## src/rtl/uart_pkg.sv

```systemverilog
// Shared types and parameter-legality helpers for the UART receive path.
// Latency: none (types and functions only).
// Backpressure: none. Macros: UART_RX_PARITY_EN (parity state and flag), UART_RX_DATA_BITS (entry data width, default 8).
`ifndef UART_RX_DATA_BITS
`define UART_RX_DATA_BITS 8
`endif

package uart_pkg;

  // Width of the data field carried in each queue entry.
  localparam int UART_RX_DW = `UART_RX_DATA_BITS;

  typedef enum logic [2:0] {
    ST_IDLE      = 3'd0,
    ST_START     = 3'd1,
    ST_DATA      = 3'd2,
`ifdef UART_RX_PARITY_EN
    ST_PARITY    = 3'd3,
`endif
    ST_STOP      = 3'd4,
    ST_WAIT_HIGH = 3'd5
  } uart_rx_state_t;

  typedef struct packed {
    logic [UART_RX_DW-1:0] data;
    logic                  frame_err;
`ifdef UART_RX_PARITY_EN
    logic                  parity_err;
`endif
  } uart_rx_entry_t;

  function automatic bit uart_is_pow2(input int v);
    return (v > 0) && ((v & (v - 1)) == 0);
  endfunction

  // The data width must also match the entry width fixed by UART_RX_DATA_BITS.
  function automatic bit uart_rx_params_ok(input int cpb, input int db, input int sb,
                                           input int po, input int depth, input int entry_dw);
    return (cpb >= 4) && (db >= 5) && (db <= 9) && (db == entry_dw) &&
           ((sb == 1) || (sb == 2)) && ((po == 0) || (po == 1)) &&
           (depth >= 2) && uart_is_pow2(depth);
  endfunction

endpackage

```

## src/rtl/uart_rx_queue.sv

```systemverilog
// Generic show-ahead FIFO; head entry is visible combinationally whenever non-empty.
// Latency: a push is visible on the edge after it is written; a pop exposes the next entry on the next edge.
// Backpressure: a push while full is accepted only with a simultaneous pop; otherwise it is ignored.
module uart_rx_queue #(
  parameter int WIDTH = 8,
  parameter int DEPTH = 4
) (
  input  logic             i_clk,
  input  logic             i_rst_n,
  input  logic             i_push,
  input  logic [WIDTH-1:0] i_push_dat,
  input  logic             i_pop,
  output logic [WIDTH-1:0] o_dat,
  output logic             o_vld,
  output logic             o_full
);

  localparam int AW = $clog2(DEPTH);

  // Pointers carry one extra wrap bit so full and empty are distinguishable.
  logic [AW:0]      r_wr_ptr;
  logic [AW:0]      r_rd_ptr;
  logic [WIDTH-1:0] r_mem [DEPTH];
  logic             w_empty;
  logic             w_full;
  logic             w_wr_en;
  logic             w_rd_en;

  assign w_empty = (r_wr_ptr == r_rd_ptr);
  assign w_full  = (r_wr_ptr[AW] != r_rd_ptr[AW]) && (r_wr_ptr[AW-1:0] == r_rd_ptr[AW-1:0]);
  assign w_rd_en = i_pop && !w_empty;
  assign w_wr_en = i_push && (!w_full || w_rd_en);

  assign o_vld  = !w_empty;
  assign o_full = w_full;
  assign o_dat  = w_empty ? '0 : r_mem[r_rd_ptr[AW-1:0]];

  // Advance read/write pointers on accepted pops and pushes.
  always_ff @(posedge i_clk or negedge i_rst_n) begin
    if (!i_rst_n) begin
      r_wr_ptr <= '0;
      r_rd_ptr <= '0;
    end else begin
      if (w_wr_en) r_wr_ptr <= r_wr_ptr + (AW+1)'(1);
      if (w_rd_en) r_rd_ptr <= r_rd_ptr + (AW+1)'(1);
    end
  end

  // Storage; cleared on reset so the head reads as zero afterwards.
  always_ff @(posedge i_clk or negedge i_rst_n) begin
    if (!i_rst_n) begin
      for (int i = 0; i < DEPTH; i++) r_mem[i] <= '0;
    end else if (w_wr_en) begin
      r_mem[r_wr_ptr[AW-1:0]] <= i_push_dat;
    end
  end

endmodule

```

## src/rtl/uart_rx_fifo_top.sv

```systemverilog
// UART receiver (oversampled, LSB first, 1-2 stop bits) feeding a show-ahead queue of words with error flags.
// Latency: word visible one edge after the final stop-bit sample; ser_in reaches the FSM through 2 sync flops.
// Backpressure: consumer pops with rx_valid && rx_ready; a word arriving at a full queue is dropped and sets overrun.
// Macro UART_RX_PARITY_EN adds a checked parity bit after the data.
module uart_rx_fifo_top
  import uart_pkg::*;
#(
  parameter int CLKS_PER_BIT = 416,
  parameter int DATA_BITS    = 8,
  parameter int STOP_BITS    = 1,
  parameter int PARITY_ODD   = 0,
  parameter int FIFO_DEPTH   = 4
) (
  input  logic                 masterclk,
  input  logic                 reset_n,
  input  logic                 ser_in,
  output logic [DATA_BITS-1:0] rx_data,
  output logic                 rx_frame_err,
  output logic                 rx_parity_err,
  output logic                 rx_valid,
  input  logic                 rx_ready,
  output logic                 overrun,
  input  logic                 overrun_clr
);

  if (!uart_rx_params_ok(CLKS_PER_BIT, DATA_BITS, STOP_BITS, PARITY_ODD, FIFO_DEPTH, UART_RX_DW))
  begin : g_bad_params
    $error("uart_rx_fifo_top: illegal parameter set");
  end

  localparam int               CNT_W     = $clog2(CLKS_PER_BIT);
  localparam logic [CNT_W-1:0] CNT_HALF  = CNT_W'(CLKS_PER_BIT/2 - 1);
  localparam logic [CNT_W-1:0] CNT_FULL  = CNT_W'(CLKS_PER_BIT - 1);
  localparam logic [3:0]       BIT_LAST  = 4'(DATA_BITS - 1);
  localparam logic             STOP_LAST = 1'(STOP_BITS - 1);
  localparam int               ENTRY_W   = $bits(uart_rx_entry_t);

  logic                 r_sync1;
  logic                 r_rxs;
  uart_rx_state_t       r_state,   w_state_nxt;
  logic [CNT_W-1:0]     r_cnt,     w_cnt_nxt;
  logic [3:0]           r_bitcnt,  w_bitcnt_nxt;
  logic                 r_stopcnt, w_stopcnt_nxt;
  logic [DATA_BITS-1:0] r_shift,   w_shift_nxt;
  logic                 r_ferr,    w_ferr_nxt;
`ifdef UART_RX_PARITY_EN
  logic                 r_perr,    w_perr_nxt;
`endif
  logic                 r_overrun;
  logic                 w_tick;
  logic                 w_push;
  logic                 w_pop;
  logic                 w_q_full;
  uart_rx_entry_t       w_entry;
  uart_rx_entry_t       w_head;

  // Two-flop synchroniser; idles high so reset never looks like a start bit.
  always_ff @(posedge masterclk or negedge reset_n) begin
    if (!reset_n) begin
      r_sync1 <= 1'b1;
      r_rxs   <= 1'b1;
    end else begin
      r_sync1 <= ser_in;
      r_rxs   <= r_sync1;
    end
  end

  assign w_tick = (r_cnt == '0);

  // Deserialiser state and datapath registers.
  always_ff @(posedge masterclk or negedge reset_n) begin
    if (!reset_n) begin
      r_state   <= ST_IDLE;
      r_cnt     <= '0;
      r_bitcnt  <= '0;
      r_stopcnt <= 1'b0;
      r_shift   <= '0;
      r_ferr    <= 1'b0;
`ifdef UART_RX_PARITY_EN
      r_perr    <= 1'b0;
`endif
    end else begin
      r_state   <= w_state_nxt;
      r_cnt     <= w_cnt_nxt;
      r_bitcnt  <= w_bitcnt_nxt;
      r_stopcnt <= w_stopcnt_nxt;
      r_shift   <= w_shift_nxt;
      r_ferr    <= w_ferr_nxt;
`ifdef UART_RX_PARITY_EN
      r_perr    <= w_perr_nxt;
`endif
    end
  end

  // Next-state logic: every sample is taken when the baud counter expires.
  always_comb begin
    w_state_nxt   = r_state;
    w_cnt_nxt     = w_tick ? r_cnt : r_cnt - CNT_W'(1);
    w_bitcnt_nxt  = r_bitcnt;
    w_stopcnt_nxt = r_stopcnt;
    w_shift_nxt   = r_shift;
    w_ferr_nxt    = r_ferr;
`ifdef UART_RX_PARITY_EN
    w_perr_nxt    = r_perr;
`endif
    w_push        = 1'b0;
    case (r_state)
      ST_IDLE: begin
        w_cnt_nxt = r_cnt;
        if (!r_rxs) begin
          w_cnt_nxt     = CNT_HALF;
          w_bitcnt_nxt  = '0;
          w_stopcnt_nxt = 1'b0;
          w_ferr_nxt    = 1'b0;
`ifdef UART_RX_PARITY_EN
          w_perr_nxt    = 1'b0;
`endif
          w_state_nxt   = ST_START;
        end
      end
      ST_START: if (w_tick) begin
        if (r_rxs) begin
          w_state_nxt = ST_IDLE;
        end else begin
          w_cnt_nxt   = CNT_FULL;
          w_state_nxt = ST_DATA;
        end
      end
      ST_DATA: if (w_tick) begin
        w_shift_nxt = {r_rxs, r_shift[DATA_BITS-1:1]};
        w_cnt_nxt   = CNT_FULL;
        if (r_bitcnt == BIT_LAST) begin
`ifdef UART_RX_PARITY_EN
          w_state_nxt = ST_PARITY;
`else
          w_state_nxt = ST_STOP;
`endif
        end else begin
          w_bitcnt_nxt = r_bitcnt + 4'd1;
        end
      end
`ifdef UART_RX_PARITY_EN
      ST_PARITY: if (w_tick) begin
        w_perr_nxt  = ((^r_shift) ^ r_rxs) != (PARITY_ODD != 0);
        w_cnt_nxt   = CNT_FULL;
        w_state_nxt = ST_STOP;
      end
`endif
      ST_STOP: if (w_tick) begin
        if (!r_rxs) w_ferr_nxt = 1'b1;
        if (r_stopcnt == STOP_LAST) begin
          w_push      = 1'b1;
          w_state_nxt = r_rxs ? ST_IDLE : ST_WAIT_HIGH;
        end else begin
          w_stopcnt_nxt = r_stopcnt + 1'b1;
          w_cnt_nxt     = CNT_FULL;
        end
      end
      ST_WAIT_HIGH: if (r_rxs) w_state_nxt = ST_IDLE;
      default: w_state_nxt = ST_IDLE;
    endcase
  end

  // Entry written on the final stop sample; that sample's own result is folded in directly.
  always_comb begin
    w_entry           = '0;
    w_entry.data      = UART_RX_DW'(r_shift);
    w_entry.frame_err = r_ferr | ~r_rxs;
`ifdef UART_RX_PARITY_EN
    w_entry.parity_err = r_perr;
`endif
  end

  assign w_pop = rx_valid && rx_ready;

  uart_rx_queue #(
    .WIDTH (ENTRY_W),
    .DEPTH (FIFO_DEPTH)
  ) u_queue (
    .i_clk      (masterclk),
    .i_rst_n    (reset_n),
    .i_push     (w_push),
    .i_push_dat (w_entry),
    .i_pop      (w_pop),
    .o_dat      (w_head),
    .o_vld      (rx_valid),
    .o_full     (w_q_full)
  );

  // Sticky overrun: a dropped word sets it, and a set beats a clear in the same cycle.
  always_ff @(posedge masterclk or negedge reset_n) begin
    if (!reset_n)                         r_overrun <= 1'b0;
    else if (w_push && w_q_full && !w_pop) r_overrun <= 1'b1;
    else if (overrun_clr)                 r_overrun <= 1'b0;
  end

  assign overrun      = r_overrun;
  assign rx_data      = DATA_BITS'(w_head.data);
  assign rx_frame_err = w_head.frame_err;
`ifdef UART_RX_PARITY_EN
  assign rx_parity_err = w_head.parity_err;
`else
  assign rx_parity_err = 1'b0;
`endif

endmodule

```

## config.mk

```make
export PLATFORM = sky130hd
export DESIGN_NAME = uart_rx_fifo_top
export DESIGN_NICKNAME = d
export VERILOG_FILES = /design/src/rtl/uart_pkg.sv /design/src/rtl/uart_rx_queue.sv /design/src/rtl/uart_rx_fifo_top.sv
export SDC_FILE = /design/constraint.sdc
export NUM_CORES = 1
export LEC_CHECK = 0
export CAP_MARGIN = 5
export CORE_ASPECT_RATIO = 1.1
export CORE_MARGIN = 2
export CORE_UTILIZATION = 55
export DETAILED_ROUTE_END_ITERATION = 12
export DONT_BUFFER_PORTS = 1
export PLACE_DENSITY = 0.7
export SLEW_MARGIN = 25
export SYNTH_ARGS = -nofsm -noshare
export SYNTH_HDL_FRONTEND = slang
export SYNTH_SLANG_ARGS = --single-unit
```

## constraint.sdc

```tcl
create_clock -name masterclk -period 3.7 [get_ports masterclk]
set_input_delay 0.74 -clock masterclk [delete_from_list [all_inputs] [get_ports masterclk]]
set_output_delay 0.74 -clock masterclk [all_outputs]
set_load 0.02 [all_outputs]
```

== Word-level counts from Yosys, hierarchy flattened ==
Cells that the tools add are included.
Storage, ports and cells
  register bits after elaboration: 71
  ROM bits: 0
  input bits: 5
  bits in writable memories: 0
  bits in latches: 0
  logic and storage cells: 106
  memories: 0
Cells by class
  bitwise gates (word level): 4
  $add $sub $neg: 5
  mux-type cells: 41
  equality and inequality tests: 17
  $mul: 0
  divide/modulo/power cells: 0
  shifts and indexed selects: 0
  magnitude comparators: 3
  reductions and logical operators: 21
Operator list (number)
  $mux W9: 11
  $bwmux W36: 1
  $pmux W9 S4: 1
  $mux W3: 8
  $bmux W9 S2: 1
  $demux W9 S2: 1
  $ne A2 B2 Y1 const B: 9
  $pmux W3 S5: 1
  $mux W4: 3
  $mux W1: 10
  $logic_not A9 Y1: 1
  $sub A9 B1 Y9 const B: 1
  $pmux W4 S2: 1
  $reduce_and A4 Y1: 2
  $logic_and A1 B1 Y1: 7
  $reduce_and A7 Y1: 1
  $add A3 B1 Y3 const B: 2
  $eq A3 B3 Y1 const B: 2
  $ge A3 B3 Y1 const B: 2
  $not A2 Y3: 2
  $reduce_bool A2 Y1: 3
  $add A4 B1 Y4 const B: 1
  $eq A4 B3 Y1 const B: 1
  $pmux W1 S2: 2
  15 further kinds: 17

== Longest topological paths before layout ==
Gate-level depths: netlist (run 1).
  depth after elaboration: 6
  depth in mapped cells: 10

== By module ==
Synthesis (run 1) repeated with hierarchy kept, for this count alone.
Unflattened totals
  cells, all modules: 291
  area, all modules: 3683.5 µm²
By module, submodules not included
  uart_rx_queue: area an instance 2079.5 µm², instances 1, cells an instance 130
  uart_rx_fifo_top: area an instance 1604.0 µm², instances 1, cells an instance 161

== Least setup slack after synthesis (run 1) ==
OpenSTA, ideal clock, no wires.
  path type: reg2reg
  from: register r_cnt[0]
  to: register r_cnt[0]
  arrival: 2.347 ns
  buffers on the path: 1
  path slack: 1.209 ns
  cell stages (with the launch flop): 10
  period minus slack after synthesis: 2.491 ns
  required time: 3.556 ns
  path through: dfrtp_1 > inv_1 > ha_1 > or4b_4 > buf_2 > nor2_2 > inv_1 > ha_1 > o311ai_0 > a22oi_1
On the way
  word-level cells in the longest chain between the ends: 5
  elaborated cells on any way between the ends: 9
Ends and longest elaborated chain
  start, declared: RTL line uart_rx_fifo_top.sv:41  | logic [CNT_W-1:0] r_cnt, w_cnt_nxt;
  start signal, assigned: RTL line uart_rx_fifo_top.sv:84  | r_cnt <= w_cnt_nxt;
  $sub A9 B1 Y9 / $logic_not A9 Y1 (equally long branches): RTL line uart_rx_fifo_top.sv:98, uart_rx_fifo_top.sv:68
  $mux W9: RTL line uart_rx_fifo_top.sv:98  | w_cnt_nxt = w_tick ? r_cnt : r_cnt - CNT_W'(1);
  $mux W9, on equally long branches: RTL line uart_rx_fifo_top.sv:151, uart_rx_fifo_top.sv:122
  $mux W9, on equally long branches: RTL line uart_rx_fifo_top.sv:149, uart_rx_fifo_top.sv:121
  $pmux W9 S4 *: RTL line uart_rx_fifo_top.sv:107  | case (r_state)
Every way passes the cells marked *; elsewhere a longest branch is shown, timed or not.
A chain may end at the register's enable or synchronous reset.

== Final worst setup path (run 1) ==
  from: register u_queue.r_rd_ptr[1]
  to: output port rx_data[0]
On the way
  word-level cells in the longest chain between the ends: 5
  elaborated cells on any way between the ends: 6
Ends and longest elaborated chain
  start, declared: RTL line uart_rx_queue.sv:22  | logic [AW:0] r_rd_ptr;
  start signal, assigned: RTL line uart_rx_queue.sv:45  | if (w_rd_en) r_rd_ptr <= r_rd_ptr + (AW+1)'(1);
  $not A2 Y3 (implied by the code): RTL line uart_rx_queue.sv:36  | assign o_dat = w_empty ? '0 : r_mem[r_rd_ptr[AW-1:0]];
  $bmux W9 S2: RTL line uart_rx_queue.sv:36
  $mux W9 (implied by the code) (2 in series): RTL line uart_rx_queue.sv:36
  $mux W9 *: RTL line uart_rx_queue.sv:36
  end, declared: RTL line uart_rx_fifo_top.sv:17  | output logic [DATA_BITS-1:0] rx_data,
Every way passes the cells marked *; elsewhere a longest branch is shown, timed or not. The select of a mux whose other input is x is not followed.

==> summary.md, run 1 <==
| Metric | Value |
|---|---|
| GRT Overall Usage | `between 20% and 30%` |
| Fin. max-slew vios | `0` |
| DP Area | `3570 um^2` |
| Endpoints failing setup | `0` |
| Antenna Nets Post-Route | `0` |
| Placed cell count | `approximately 350` |
| Slew margin rel. | `41.9%` |
| Simple-gate share of the synthesized area | `between 10% and 20%` |
| Largest stage delay, worst path | `0.68 ns` |
| Worst Path Max Fanout | `12` |
| WL met1 | `between 2000 and 3000 um` |
| Synth Area in Compound Gates | `8.45%` |
| # DRC | `0` |
| Setup CP Type | `flop to output pin` |
| Period utilization | `78.2%` |
| DR vias | `about 2,200` |
| Clock sink count | `70` |
| Met3 wire len | `approximately 220 um` |
| Yosys top cell by area | `dfrtp_1` |
| RSZ-0062 raised after global routing | `false` |
| FMAX | `345 MHz` |
| # Max-Cap Violations | `0` |
| Tightest Pin Transition | `roughly 0.86 ns` |
| 1st-pass router iterations | `4` |
| Synth Area in XOR/XNOR | `under 10%` |
| Cells after Synth | `approximately 280` |
| PostCTS Resize Cnt | `0` |
| Metal2 WL | `approximately 3400 um` |
| Die area | `between 7000 and 8000 um^2` |
| Crit start category | `flop` |
| Routed Wire Length | `around 6600 um` |
| Hpwl dp | `roughly 4400 um` |
| FP Rows | `30` |
| Nets | `between 200 and 300` |
| TritonCTS Buffers | `9` |
| Clock latency on the worst-skew pair | `about 0.33 ns` |
| Layout cells sized above 1 | `a little under a third` |
| Htree depth | `3` |
| CTS hold repair buffers | `0` |
| Non-Filler Instances | `roughly 370` |
| Yosys cell types | `52` |
| DRT iter0 DRCs | `between 150 and 200` |
| Antenna Cells | `0` |
| Chip Height | `~88 um` |
| Post-synth EDFFs | `0` |
| Drt wl/cell | `between 15 and 20 um` |
| CTS tree | `yes` |
| Clk buf depth | `2` |
| Syn_nets | `approximately 300` |
| Status | `finished, final reports clean` |
| Top cell type's share of synthesized area | `48.3%` |
| Syn avg cell area | `between 10 and 15 um^2` |
| GP Congestion | `between 0.7 and 0.8` |
| Count of final hold-check violations | `0` |
| CP max stage cell | `dfrtp_1` |
| Pleak | `0.00176 uW` |
| Tmin final | `a little under 3 ns` |
| Starting density of the core | `56.9%` |
| Worst setup skew after layout | `around 0.011 ns` |
| Final setup TNS | `0 ns` |
| Post-synth top flop | `dfrtp_1` |
| Clock transition at path regs | `~0.070 ns` |
| Crit end category | `output pin` |
| PnR Total Power | `about 1500 uW` |
| Max Used Layer | `met4` |
| Post-CTS Setup Bufs | `0` |
| Post-synthesis adder-cell area fraction | `3.20%` |
| Ports | `17` |
| WP buf/inv | `0` |
| Largest family of logic cells by synthesized area | `multiplexers` |
| Sequential share of the synthesized area | `around half` |
| Fill count | `500` |
| Crit path max-delay family | `simple AND/OR/NAND/NOR gates` |
| Warnings, synthesis | `0` |
| Number of global-route vias before repair | `around 2,200` |
| Port Buf Inserts | `0` |
| Ys async rst share | `100%` |
| Post-route cell area | `roughly 3800 um^2` |
| Post-synthesis register bit count | `70` |
| Mux cell area share after synthesis | `21.1%` |
| Mapped cell area | `roughly 3500 um^2` |
| HP Class | `primary input to async pin` |
| First-pass GRT wire length | `11,000 um` |
| Root buf cell | `clkbuf_8` |
| Largest net degree at the start of global routing | `slightly above 70` |
| CP arrival | `between 2 and 2.5 ns` |
| GRT overflow | `0` |
| Core footprint | `roughly 6200 um^2` |
| Crit-path cells | `xnor2_1 -> nand3b_1 -> and2_1` |
| Layout area overhead | `8.45%` |
| Via density | `about 6` |
| Top cells by area, synth | `dfrtp_1 (48%), mux2_2 (15%), mux4_2 (5.8%)` |
| Die Width | `80.3 um` |
| Pwr dens | `just under 400 nW/um^2` |
| CP required | `just under 3 ns` |
| Initial antenna violation count | `0` |
| Worst VDD drop | `roughly 280 uV` |
==> cell usage in the layout, fill, tap and decap left out, types with 3 or more instances in the layout <==
cell type and n:
o21ai_0 12, bufinv_16 3, inv_1 10, dfrtp_1 68, a32oi_1 3, nor2_1 10
clkbuf_8 10, a21oi_1 7, xor2_1 4, o211ai_1 3, or4_1 3, nand2_1 7
ha_1 9, nand2b_1 5, nor3_1 3, mux4_2 9, o31ai_1 4, mux2_2 47
nand3_1 4, or3b_2 3, nand3_2 4, and2_1 10, xnor2_1 6
==> flip-flops by register name, indices dropped and copies added, names as in the netlist <==
signal and cells:
r_rxs 1, overrun 1, r_bitcnt 4, r_ferr 1
r_cnt 9, u_queue.r_rd_ptr 3, u_queue.r_mem 36, r_shift 8
r_state 3, r_sync1 1, u_queue.r_wr_ptr 3
==> worst paths after layout <==
kind	start	end	slack (ns)	cells past startpoint
worst max-delay path	u_queue.r_rd_ptr[1]	rx_data[0]	0.80	3
worst min-delay path	reset_n	r_bitcnt[2]	0.10	0
worst max register to register	r_cnt[0]	r_cnt[0]	0.99	8
worst min register to register	r_sync1	r_rxs	0.36	0
max in group asynchronous	reset_n	r_sync1	3.42	0
min in group masterclk	r_sync1	r_rxs	0.36	0
==> final cells by class <==
cell class                      instances  area, um^2  area share (%)
Tap cell                               80         100            2.62
Clock inverter                          5         106            2.78
Multi-Input combinational cell        188        1670            43.8
Inverter                               10        37.5           0.982
Timing Repair Buffer                    1        7.51           0.196
Clock buffer                           11         141            3.70
Sequential cell                        70        1750            45.9
==> power by group <==
group / internal, uW / switching (uW) / total [uW]
sequential: 767 / 1.90 / 769
combinational: 2.34 / 3.35 / 5.68
clock: 468 / 278 / 745
==> cells in the mapped netlist, types with 3 or more instances <==
library cell,number
nor2_1,10
dfrtp_1,68
nor3_1,3
inv_1,10
a32oi_1,3
o21ai_0,12
or4_1,3
mux4_2,9
xor2_1,4
o211ai_1,3
nand2_1,7
nand3_1,4
ha_1,9
mux2_2,47
nand2b_1,5
and2_1,10
xnor2_1,6
clkbuf_1,9
or3b_2,3
nand3_2,4
a21oi_1,7
o31ai_1,4
==> metrics by stage <==
| stage | hold slack (ns) | util [%] | setup WS [ns] |
|---|---|---|---|
| after floorplan | 0.345 | - | 1.21 |
| after global placement | 0.347 | 57.7 | 1.12 |
| after detailed placement | 0.349 | 57.7 | 1.02 |
| after CTS | 0.0744 | 61.7 | 0.729 |
| after global routing | 0.0664 | 61.7 | 0.640 |
| final | 0.100 | 61.7 | 0.805 |
==> per-layer routing <==
layer,up-vias,GRT usage (%)
met5,-,0
met2,33,34.3
li1,1036,-
met3,9,4.85
met1,1106,26.8
met4,0,8.17
==> cells by family (layout without fill, tap and decap cells) <==
kind of cell | after synthesis | in the layout
AOI/OAI and AO/OA | 44 | 44
xor gates and xnor gates | 10 | 10
adders and majority gates | 9 | 9
buffers and inverters | 23 | 27
DFF | 70 | 70
muxes | 57 | 57
other | 1 | 1
and+or+nand+nor | 67 | 67
Note: power is estimated with default switching activity, not from simulation.
==> inputs of run 2 (changes only) <==
clock period = 2.8 ns   (was 3.7 ns; I/O delays follow)
==> run 2 against run 1 <==
Net effect:
- first-iteration DRC count shrank 42%
- critical path type unchanged
- global-route usage grew 0.85 points
- clock skew shrank 0.0046 ns
- critical endpoint is now rx_frame_err
- power grew 34%
- sequential cell count is the same
- clock power grew 32%
- core utilization grew 1.2 points
- via count grew 2.7%
- cell area grew 2.0%
- die area is the same
- sequential share of layout area shrank 0.90 points
==> summary.md, run 2 (synthesized netlist as in run 1, its figures left out) <==
| Metric | Value |
|---|---|
| Tightest Pin Transition | `0.578 ns (was 0.859 ns)` |
| Core footprint | `6190 um^2 (unchanged)` |
| TritonCTS Buffers | `9 (unchanged)` |
| Worst Path Max Fanout | `8 (was 12)` |
| WHS | `0.0555 ns (was 0.100 ns)` |
| Starting density of the core | `56.9% (unchanged)` |
| 1st-pass router iterations | `4 (unchanged)` |
| Port Buf Inserts | `0 (unchanged)` |
| Clk buf depth | `2 (unchanged)` |
| Initial antenna violation count | `0 (unchanged)` |
| Htree depth | `3 (unchanged)` |
| Routed Wire Length | `6870 um (was 6560 um)` |
| DR vias | `2,243 (was 2,184)` |
| Biggest register | `u_queue.r_mem (unchanged)` |
| WL met1 | `2910 um (was 2860 um)` |
| Most common cell after layout, fill and taps aside | `dfrtp_1 (unchanged)` |
| Post-CTS Setup Bufs | `0 (unchanged)` |
| CTS tree | `yes (unchanged)` |
| Hpwl dp | `4400 um (was 4380 um)` |
| Layout area overhead | `10.6% (was 8.45%)` |
| Antenna Nets Post-Route | `0 (unchanged)` |
| Nets | `302 (was 294)` |
| Pwr dens | `521 nW/um^2 (was 398 nW/um^2)` |
| First-pass GRT wire length | `11,400 um (was 11,000 um)` |
| Worst VDD drop | `584 uV (was 284 uV)` |
| Root buf cell | `clkbuf_8 (unchanged)` |
| Worst setup skew after layout | `0.00595 ns (was 0.0106 ns)` |
| Ports | `17 (unchanged)` |
| Chip Height | `87.9 um (unchanged)` |
| HP Class | `primary input to async pin (unchanged)` |
| CP required | `2.24 ns (was 2.96 ns)` |
| Largest net degree at the start of global routing | `69 (was 71)` |
| Clock transition at path regs | `0.08 ns (was 0.07 ns)` |
| FMAX | `between 300 and 400 MHz` |
| Count of final hold-check violations | `0 (unchanged)` |
| Pleak | `0.00181 uW (was 0.00176 uW)` |
| Final setup TNS | `0 ns (unchanged)` |
| CP arrival | `1.99 ns (was 2.16 ns)` |
| GRT overflow | `0 (unchanged)` |
| Biggest regs | `u_queue.r_mem x36, r_cnt x9, r_shift x8 (unchanged)` |
| Clock latency on the worst-skew pair | `0.34 ns (was 0.33 ns)` |
| GRT Overall Usage | `21.6% (was 20.8%)` |
| GP Congestion | `0.771 (was 0.788)` |
| Number of global-route vias before repair | `2,335 (was 2,198)` |
| Max Used Layer | `met4 (unchanged)` |
| Fin. max-slew vios | `0 (unchanged)` |
| Setup CP Type | `flop to output pin (unchanged)` |
| Die Width | `80.3 um (unchanged)` |
| Crit end category | `output pin (unchanged)` |
| # Max-Cap Violations | `0 (unchanged)` |
| Antenna Cells | `0 (unchanged)` |
| FP Rows | `30 (unchanged)` |
| Flip-flop count of the largest register after layout | `36 (unchanged)` |
| Reg2reg setup slack | `0.35 ns (was 0.99 ns)` |
| Layout cells sized above 1 | `32.4% (was 30.2%)` |
| Tmin final | `about 2.5 ns` |
| Clock sink count | `70 (unchanged)` |
| RSZ-0062 raised after global routing | `false (unchanged)` |
| Via density | `6.01 (was 5.98)` |
| Most frequent cells in the layout | `dfrtp_1 (68), mux2_2 (47), o21ai_0 (12) (unchanged)` |
| DRT iter0 DRCs | `92 (was 159)` |
| Metal2 WL | `3520 um (was 3390 um)` |
| Slew margin rel. | `61.5% (was 41.9%)` |
| Met3 wire len | `296 um (was 216 um)` |
| Drt wl/cell | `18.4 um (was 18.0 um)` |
| Status | `finished, final reports clean (unchanged)` |
| Period utilization | `between 90% and 100%` |
| # DRC | `0 (unchanged)` |
| Die area | `7060 um^2 (unchanged)` |
| Crit start category | `flop (unchanged)` |
| Endpoints failing setup | `0 (unchanged)` |
[run 2: cell count changes in the layout (fill, tap and decap cells not counted), sizes merged]
cell / change
clkbuf: -2
inv: +1
buf: +8
clkinv: +1
[run 2: through the flow]
stage	worst slack [ns]	cells	total power [uW]	instance area, um^2	utilization (%)
final	0.250	373	2030	3900	62.9
after global routing	0.133	373	2110	3900	62.9
after floorplan	0.309	281	1040	3520	-
after detailed placement	0.388	356	1040	3630	58.5
after global placement	0.426	356	1040	3630	58.5
after CTS	0.200	373	2050	3900	62.9
[run 2: area by class of cell]
type / count / area (um^2)
clock buffers: 9 / 124
inverters: 10 / 37.5
clock inverters: 7 / 120
well taps: 80 / 100
fillers: 471 / 2300
multi-input cells: 188 / 1670
repair buffers: 9 / 87.6
flip-flops and latches: 70 / 1750
[run 2: routing by layer]
metal | GRT usage, % | vias to the layer above
li1 | - | 1054
met1 | 26.2 | 1140
met2 | 36.7 | 37
met3 | 6.39 | 12
met4 | 8.47 | 0
met5 | 0 | -
[run 2: timing repair]
| action | CTS | global route |
|---|---|---|
| hold endpoints to repair | 68 | 0 |
| gates resized for setup | 0 | 0 |
| hold buffers | 1 | 0 |
[run 2: path summary, 6_finish.rpt]
path                                           from                end  cells after the start
worst max register to register             r_cnt[0]  u_queue.r_mem[29]                      6
worst max-delay path            u_queue.r_rd_ptr[0]       rx_frame_err                      3
max in group asynchronous                   reset_n  u_queue.r_mem[22]                      1
worst min-delay path                        reset_n            r_sync1                      0
min in group masterclk                       ser_in            r_sync1                      0
worst min register to register              r_sync1              r_rxs                      0
[run 2: power breakdown]
part	internal, uW	leakage [uW]	switching, uW
registers	1010	0.000936	2.71
logic	7.21	0.000754	22.4
clock network	594	0.000120	392
total	1610	0.00181	417
[run 2: critical path, cell delays in order (launching register included)]
cell and delay [ns]:
dfrtp_1 0.63, buf_4 0.26, mux4_2 0.52, and2_1 0.24
